### config.mk
export PLATFORM = sky130hd
export DESIGN_NAME = rdata_framer
export DESIGN_NICKNAME = d
export VERILOG_FILES = /design/src/rtl/sddt_pkg.sv /design/src/rtl/rdata_framer.sv
export SDC_FILE = /design/constraint.sdc
export NUM_CORES = 1
export LEC_CHECK = 0
export BUFFER_PORTS_ARGS = -buffer_cell sky130_fd_sc_hd__buf_2
export CAP_MARGIN = 25
export CORE_AREA = 3 3 445 447
export DETAILED_ROUTE_END_ITERATION = 8
export DIE_AREA = 0 0 448 450
export SLEW_MARGIN = 0
export SYNTH_ARGS = -nofsm -noshare
export SYNTH_HDL_FRONTEND = slang
export SYNTH_SLANG_ARGS = --single-unit
export TNS_END_PERCENT = 100
### constraint.sdc
create_clock -name axi_aclk -period 5.7 [get_ports axi_aclk]
set_clock_uncertainty 0.2 [all_clocks]
set_input_delay 1.14 -clock axi_aclk [delete_from_list [all_inputs] [get_ports axi_aclk]]
set_output_delay 1.14 -clock axi_aclk [all_outputs]
set_load 0.05 [all_outputs]
### src/rtl/sddt_pkg.sv
// Shared SDDT constants for the read-data path.
//   RDATA_WIDTH   : DRAM read-beat / AXI-Stream data width in bits
//   RKEEP_WIDTH   : matching byte-enable width
//   CFG_CNT_WIDTH : width of beat-count and timeout configuration fields
package sddt_pkg;

  localparam int RDATA_WIDTH   = 512;
  localparam int RKEEP_WIDTH   = RDATA_WIDTH / 8;
  localparam int CFG_CNT_WIDTH = 16;

endpackage

### src/rtl/rdata_framer.sv
// rdata_framer: turns the raw read-beat stream from the core's read FIFO into
// AXI-Stream packets for the S2MM DMA. A packet closes on a programmed beat
// count, after an idle timeout, or on an explicit flush pulse.
//
// Ports
//   axi_aclk, axi_aresetn     : clock, asynchronous active-low reset
//   s_rdata_tdata/tvalid/tready : incoming beats from the core
//   m_axis_rdata_*            : framed stream (tkeep all-ones when valid)
//   cfg_pkt_beats             : beats per packet, 0 behaves as 1
//   cfg_timeout               : idle cycles before a partial packet closes, 0 = off
//   flush                     : one-cycle pulse closing the current partial packet
//   pkt_count                 : number of tlast handshakes, wraps at 2^32
//   busy                      : beat held, output valid, or packet in progress
module rdata_framer
  import sddt_pkg::*;
#(
  parameter int DATA_WIDTH = RDATA_WIDTH,
  parameter int KEEP_WIDTH = DATA_WIDTH / 8,
  parameter int CNT_WIDTH  = CFG_CNT_WIDTH
) (
  input  logic                  axi_aclk,
  input  logic                  axi_aresetn,
  input  logic [DATA_WIDTH-1:0] s_rdata_tdata,
  input  logic                  s_rdata_tvalid,
  output logic                  s_rdata_tready,
  output logic [DATA_WIDTH-1:0] m_axis_rdata_tdata,
  output logic [KEEP_WIDTH-1:0] m_axis_rdata_tkeep,
  output logic                  m_axis_rdata_tlast,
  output logic                  m_axis_rdata_tvalid,
  input  logic                  m_axis_rdata_tready,
  input  logic [CNT_WIDTH-1:0]  cfg_pkt_beats,
  input  logic [CNT_WIDTH-1:0]  cfg_timeout,
  input  logic                  flush,
  output logic [31:0]           pkt_count,
  output logic                  busy
);

  function automatic logic [CNT_WIDTH-1:0] norm_len(input logic [CNT_WIDTH-1:0] beats);
    norm_len = (beats == '0) ? CNT_WIDTH'(1) : beats;
  endfunction

  function automatic logic [CNT_WIDTH-1:0] sat_inc(input logic [CNT_WIDTH-1:0] v);
    sat_inc = (&v) ? v : v + CNT_WIDTH'(1);
  endfunction

  logic                  hold_vld;
  logic [DATA_WIDTH-1:0] hold_data;
  logic                  out_vld;
  logic                  out_last;
  logic [DATA_WIDTH-1:0] out_data;
  logic [KEEP_WIDTH-1:0] out_keep;
  logic [CNT_WIDTH-1:0]  beat_cnt;
  logic [CNT_WIDTH-1:0]  len_lat;
  logic [CNT_WIDTH-1:0]  idle_cnt;
  logic                  flush_pend;
  logic [31:0]           pkt_cnt;

  logic                  out_free;
  logic [CNT_WIDTH-1:0]  cur_len;
  logic                  at_len;
  logic                  timeout;
  logic                  move;
  logic                  move_last;
  logic                  in_hs;
  logic                  empty;

  always_comb begin
    out_free  = !out_vld || m_axis_rdata_tready;
    // The first beat of a packet sees the live configuration; later beats
    // use the value latched when that first beat left hold.
    cur_len   = (beat_cnt == '0) ? norm_len(cfg_pkt_beats) : len_lat;
    at_len    = (beat_cnt == cur_len - CNT_WIDTH'(1));
    timeout   = (cfg_timeout != '0) && (idle_cnt >= cfg_timeout);
    move      = hold_vld && out_free &&
                (s_rdata_tvalid || at_len || timeout || flush_pend);
    // A following beat proves the held one is not the end of the packet,
    // so it overrides timeout and flush.
    move_last = at_len || (!s_rdata_tvalid && (timeout || flush_pend));
    s_rdata_tready = !hold_vld || move;
    in_hs     = s_rdata_tvalid && s_rdata_tready;
    empty     = !hold_vld && (beat_cnt == '0);
  end

  // Stage 1: hold register, tlast still undecided
  always_ff @(posedge axi_aclk or negedge axi_aresetn) begin
    if (!axi_aresetn) begin
      hold_vld  <= 1'b0;
      hold_data <= '0;
    end else if (in_hs) begin
      hold_vld  <= 1'b1;
      hold_data <= s_rdata_tdata;
    end else if (move) begin
      hold_vld  <= 1'b0;
    end
  end

  // Stage 2: output register, stable while stalled
  always_ff @(posedge axi_aclk or negedge axi_aresetn) begin
    if (!axi_aresetn) begin
      out_vld  <= 1'b0;
      out_last <= 1'b0;
      out_data <= '0;
      out_keep <= '0;
    end else if (move) begin
      out_vld  <= 1'b1;
      out_last <= move_last;
      out_data <= hold_data;
      out_keep <= '1;
    end else if (m_axis_rdata_tready) begin
      out_vld  <= 1'b0;
      out_last <= 1'b0;
    end
  end

  always_ff @(posedge axi_aclk or negedge axi_aresetn) begin
    if (!axi_aresetn) begin
      beat_cnt   <= '0;
      len_lat    <= CNT_WIDTH'(1);
      idle_cnt   <= '0;
      flush_pend <= 1'b0;
      pkt_cnt    <= '0;
    end else begin
      if (move) begin
        beat_cnt <= move_last ? '0 : beat_cnt + CNT_WIDTH'(1);
        if (beat_cnt == '0) len_lat <= norm_len(cfg_pkt_beats);
      end

      if (in_hs || move)
        idle_cnt <= '0;
      else if (hold_vld && !s_rdata_tvalid)
        idle_cnt <= sat_inc(idle_cnt);

      // Flushing an empty framer is dropped rather than left armed.
      if (move && move_last)
        flush_pend <= 1'b0;
      else if (flush && !empty)
        flush_pend <= 1'b1;

      if (out_vld && m_axis_rdata_tready && out_last)
        pkt_cnt <= pkt_cnt + 32'd1;
    end
  end

  assign m_axis_rdata_tdata  = out_data;
  assign m_axis_rdata_tkeep  = out_keep;
  assign m_axis_rdata_tlast  = out_last;
  assign m_axis_rdata_tvalid = out_vld;
  assign pkt_count           = pkt_cnt;
  assign busy                = hold_vld || out_vld || (beat_cnt != '0);

endmodule

Word level (Yosys, flattened, before mapping)
Cells that the tools add are included.

$lt $le $gt $ge: 1. Equality and inequality tests: 2. Add/sub/neg operators: 4. Mux-type cells: 13. Reductions and logical operators: 35.

Operators by type and width (count): $mux 16 (6); $add 16x1->16 const B (2); $add 32x1->32 const B (1); $logic_not 16->1 (2); $reduce_bool 16->1 (2); $eq 16x16->1 (1); $ge 16x16->1 (1); $reduce_and 16->1 (1); $sub 16x1->16 const B (1); $logic_and 1x1->1 (11); $logic_or 1x1->1 (10); $reduce_bool 2->1 (4); $mux 1 (7); $logic_not 1->1 (4); $ne 2x2->1 const B (1); $reduce_and 2->1 (1).

Logic and storage cells: 66. Register bits: 1109.

Depth between registers and ports, before layout
Depth in word-level cells: 14. Depth in mapped cells: 21.

Worst setup path after synthesis
No wires, ideal clock.

Path type: in2out. Start point: input port cfg_pkt_beats[9]. End point: output port s_rdata_tready. Data required time: 4.360 ns. Buffers on the path: 5. Slack: -0.737 ns. Data arrival time: 5.097 ns. Stages on the path: 19. Cell sequence: or4_1 clkbuf_1 nor2_1 a311oi_1 or2_2 ha_1 or4b_2 clkbuf_1 nor2_1 xnor2_1 o31ai_1 o2111ai_1 nor4_4 a311oi_2 or2_1 buf_6 buf_6 buf_6 nand2_1.

Word-level cells in the longest chain between the ends: 10.

RTL lines: start: declaration (line rdata_framer.sv:31) `input logic [CNT_WIDTH-1:0] cfg_pkt_beats,`; $logic_not 16->1 (line rdata_framer.sv:39) `norm_len = (beats == '0) ? CNT_WIDTH'(1) : beats;`; $mux 16 * (line rdata_framer.sv:39); $mux 16 *; $sub 16x1->16 * (line rdata_framer.sv:72) `at_len = (beat_cnt == cur_len - CNT_WIDTH'(1));`; $eq 16x16->1 * (line rdata_framer.sv:72); $logic_or 1x1->1 * (3 in a row) (line rdata_framer.sv:75) `(s_rdata_tvalid || at_len || timeout || flush_pend);`; $logic_and 1x1->1 * (line rdata_framer.sv:74) `move = hold_vld && out_free &&`; $logic_or 1x1->1 * (line rdata_framer.sv:79) `s_rdata_tready = !hold_vld || move;`; end: declaration (line rdata_framer.sv:25) `output logic s_rdata_tready,`.

Every way passes the cells marked *; elsewhere a longest branch is shown, timed or not.

Worst setup path in the final report
Same ends and word-level chain as after synthesis.

==> impl_metrics.prom <==
# TYPE chip_impl_metric gauge
chip_impl_info{name="run_status",value="finished, violations left"} 1
chip_impl_info{name="violations",value="negative setup slack"} 1
chip_impl_metric{name="final_net_count",unit=""} 4611
chip_impl_metric{name="area.growth.synth_to_final",unit="%"} 29.4
chip_impl_metric{name="seqCellArea",unit="µm²"} 27800
chip_impl_metric{name="maxSlewHeadroom",unit="%"} 35.9
chip_impl_metric{name="report.power.total",unit="W"} 0.0384
chip_impl_metric{name="post_synth_inst_count",unit=""} 2843
chip_impl_metric{name="floorplan.rows",unit=""} 162
chip_impl_metric{name="grt_start_max_net_pins",unit=""} 141
chip_impl_metric{name="multiInputGateArea",unit="µm²"} 16500
chip_impl_metric{name="drt.antenna.violating_nets",unit=""} 0
chip_impl_metric{name="power.density_cell_area",unit="nW/µm²"} 651
chip_impl_metric{name="final.period_utilization",unit="%"} 105
chip_impl_metric{name="synth-edff-count",unit=""} 0
chip_impl_info{name="min-delay-path-class",value="primary input to async pin"} 1
chip_impl_metric{name="floorplan.core_area",unit="µm²"} 195000
chip_impl_metric{name="irDropWorstVdd",unit="mV"} 0.351
chip_impl_metric{name="slowest_delay",unit="ns"} 0.61
chip_impl_metric{name="num_vias",unit=""} 28900
chip_impl_metric{name="yosysSeqAreaShare",unit="%"} 60.9
chip_impl_metric{name="number_of_search_and_repair_iterations_in_the_first_detailed_routing_pass",unit=""} 5
chip_impl_metric{name="crit_fanout",unit=""} 4
chip_impl_metric{name="global_route.usage.total",unit="%"} 16.1
chip_impl_metric{name="place_inst",unit=""} 6444
chip_impl_metric{name="number_of_warnings_issued_by_yosys",unit=""} 0
chip_impl_metric{name="cts.htree.levels",unit=""} 4
chip_impl_metric{name="ys_types",unit=""} 66
chip_impl_metric{name="io_buffers",unit=""} 1160
chip_impl_metric{name="clkTransAtPathRegs",unit="ns"} 0.06
chip_impl_metric{name="die_area",unit="µm²"} 202000
chip_impl_metric{name="crit_arrival",unit="ns"} 4.62
chip_impl_metric{name="grt_pass1_vias",unit=""} 29800
chip_impl_metric{name="cts_num_sinks",unit=""} 1109
chip_impl_metric{name="hpwl",unit="mm"} 131
chip_impl_info{name="yosys_most_used_dff",value="dfrtp_1"} 1
chip_impl_info{name="path_class",value="primary input to primary output"} 1
chip_impl_info{name="final_cell_mix",value="buf_2 (1,158), dfrtp_1 (1,108), mux2_2 (636)"} 1
chip_impl_info{name="crit_path_top_delay_cell",value="or4_1"} 1
chip_impl_metric{name="cap_violations",unit=""} 0
chip_impl_metric{name="place.gp.congestion",unit=""} 0.918
chip_impl_metric{name="report.final.slew_viol_count",unit=""} 0
chip_impl_info{name="start_kind",value="primary input"} 1
chip_impl_metric{name="final_hold_viol_count",unit=""} 0
chip_impl_metric{name="wl_per_cell",unit="µm"} 24.8
chip_impl_metric{name="floorplan.initialDensity",unit="%"} 23.4
chip_impl_info{name="end_kind",value="primary output"} 1
chip_impl_info{name="clock_tree.root_cell",value="clkbuf_16"} 1
chip_impl_metric{name="internal_power",unit="W"} 0.0215
chip_impl_metric{name="actual_slew_at_the_worst_max_slew_pin",unit="ns"} 0.961
chip_impl_metric{name="synth_async_sr_flop_share",unit="%"} 100
chip_impl_info{name="crit_chain",value="buf_2, or4_1, nor2_4, a311oi_4, or2_4, ha_4, buf_4, nand2b_1, buf_4, nor3_1, a311oi_1, o2111ai_2, nor4_4, a311oi_2, or2_4, nand2_8, buf_12"} 1
chip_impl_metric{name="initial_antenna_violation_count",unit=""} 99
chip_impl_metric{name="drc_violations",unit=""} 0
chip_impl_metric{name="drt_iter0_drc",unit=""} 1811
chip_impl_metric{name="syn-num-nets",unit=""} 3413
chip_impl_metric{name="synth.cell_area",unit="µm²"} 45600
chip_impl_metric{name="seq_power_share",unit="%"} 33.1
chip_impl_metric{name="power_leakage",unit="nW"} 27.4
chip_impl_metric{name="max_clock_freq",unit="GHz"} 0.168
chip_impl_metric{name="clock_power_share",unit="%"} 21.8
chip_impl_metric{name="finalWorstSetupSlack",unit="ns"} -0.261
chip_impl_metric{name="final_layout_size_suffix_gt1_share",unit="%"} 61.5
chip_impl_metric{name="switching_share",unit="%"} 43.9
chip_impl_metric{name="period_minus_slack",unit="ns"} 5.96
chip_impl_metric{name="filler_cell_count",unit=""} 19500
chip_impl_info{name="grt_setup_unrepaired",value="yes"} 1
chip_impl_info{name="clock_tree_from_tritoncts",value="built"} 1
chip_impl_metric{name="ctsLongestPathBuffers",unit=""} 3
chip_impl_metric{name="grt-ovfl-total",unit=""} 0
chip_impl_metric{name="postSynthRegisterBits",unit=""} 1109
chip_impl_metric{name="p_sw",unit="W"} 0.0168
chip_impl_metric{name="io_pins",unit=""} 1161
chip_impl_metric{name="die_x",unit="µm"} 448
chip_impl_metric{name="timing.critical_path.required",unit="ns"} 4.36
chip_impl_metric{name="cts-buffers-inserted",unit=""} 131
chip_impl_info{name="layout.cells.most_common",value="buf_2"} 1
chip_impl_metric{name="clkLatencyLatePin",unit="ns"} 0.75
chip_impl_metric{name="instances_no_fill",unit=""} 6720
chip_impl_metric{name="grt_pass1_wl",unit="mm"} 232
chip_impl_metric{name="totalWireLength",unit="mm"} 167
chip_impl_metric{name="fp.dieH",unit="µm"} 450
chip_impl_metric{name="report.final.setup_viol",unit=""} 1
chip_impl_metric{name="combinationalPowerShare",unit="%"} 45.1
chip_impl_metric{name="syn_avg_cell_area",unit="µm²"} 16.0
chip_impl_metric{name="post_drt_via_cell_ratio",unit=""} 4.30
what timing repair did:
| item | 4_1_cts | 5_1_grt |
|---|---|---|
| buffers inserted | 6 | 0 |
| gates cloned | 0 | 0 |
| pin swaps | 16 | 0 |
| gates resized for setup | 20 | 1 |
| endpoints found under the setup margin | 77 | 51 |
| hold buffers | 0 | 0 |
synthesized netlist by cell type (all sizes together) (10+ instances only):
library cell	instances	area share, %
or3	13	0.18
nor4	18	0.33
clkbuf	82	0.68
mux2i	10	0.22
and3	19	0.26
nand4	17	0.25
xor2	20	0.38
mux2	1040	29
o21ai	23	0.25
dfrtp	1108	61
nand2	39	0.32
nor2	32	0.26
inv	33	0.27
nor3	36	0.40
nand3	31	0.34
o31ai	11	0.18
buf	127	2.4
xnor2	39	0.75
or4	17	0.28
ha	21	0.58
metrics by stage:
| step | area, µm² | setup TNS [ns] | utilization, % | hold slack, ns | setup WS, ns |
|---|---|---|---|---|---|
| after CTS | 58900 | -0.359 | 30.2 | 0.174 | -0.359 |
| after floorplan | 45600 | -0.168 | - | 0.254 | -0.168 |
| final | 59000 | -0.261 | 30.3 | 0.219 | -0.261 |
| after global routing | 58900 | -0.568 | 30.3 | 0.200 | -0.568 |
| after global placement | 54400 | -48.63 | 28.0 | 0.250 | -0.366 |
| after detailed placement | 54400 | -59.80 | 28.0 | 0.257 | -0.372 |
final timing paths:
path,start,endpoint,slack [ns],cells after the start
worst max-delay path,cfg_pkt_beats[9],s_rdata_tready,-0.26,17
worst min-delay path,axi_aresetn,m_axis_rdata_tdata[439]$_DFFE_PN0P_,0.22,1
worst max register to register,beat_cnt[13]$_DFFE_PN0P_,m_axis_rdata_tdata[174]$_DFFE_PN0P_,0.33,19
worst min register to register,pkt_count[31]$_DFFE_PN0P_,pkt_count[31]$_DFFE_PN0P_,0.27,1
max in group asynchronous,axi_aresetn,m_axis_rdata_tdata[304]$_DFFE_PN0P_,3.69,2
min in group axi_aclk,pkt_count[31]$_DFFE_PN0P_,pkt_count[31]$_DFFE_PN0P_,0.27,1
flip-flops by register name (all words and copies together) (netlist names):
name	count
flush_pend	1
m_axis_rdata_tvalid	1
hold_data	512
m_axis_rdata_tdata	512
pkt_count	32
idle_cnt	16
hold_vld	1
m_axis_rdata_tkeep	1
m_axis_rdata_tlast	1
beat_cnt	16
len_lat	16
kinds of logic after synthesis:
group,Yosys count,share of synthesized area [%]
muxes,1050,29.2
AOI/OAI and AO/OA,105,1.65
adders and majority gates,21,0.577
xor gates and xnor gates,59,1.13
and+or+nand+nor,257,3.18
buffers and inverters,242,3.33
DFF,1109,60.9
worst max-delay path: cells and delay by family:
kind                     cells  cell delay [ns]
adder cells (fa/ha/maj)      1             0.16
buffers and inverters        4             0.53
AO/OA/AOI/OAI                4             0.84
AND/OR/NAND/NOR              8             1.93
power by group through the flow:
stage	registers, W	logic [W]	clock network, W
5_1_grt	0.0130	0.0180	0.00897
2_1_floorplan	0.0189	0.00606	0
6_report	0.0127	0.0173	0.00835
3_3_place_gp	0.0127	0.0174	0
3_5_place_dp	0.0127	0.0175	0
4_1_cts	0.0127	0.0176	0.00864
area by class of cell:
class / count / area share [%]
repair buffers: 1274 / 11.9
well taps: 2542 / 5.39
clock buffers: 183 / 6.27
multi-input cells: 1492 / 27.9
clock inverters: 49 / 1.02
inverters: 33 / 0.210
flip-flops and latches: 1109 / 47.1
diodes: 38 / 0.161
per-layer routing:
layer,track usage (%),part of all wire [%]
met5,0,0.23
met4,8.00,5.1
met3,4.69,7.5
met2,25.5,47
met1,19.9,40
Power figures use the tool's default switching activity.
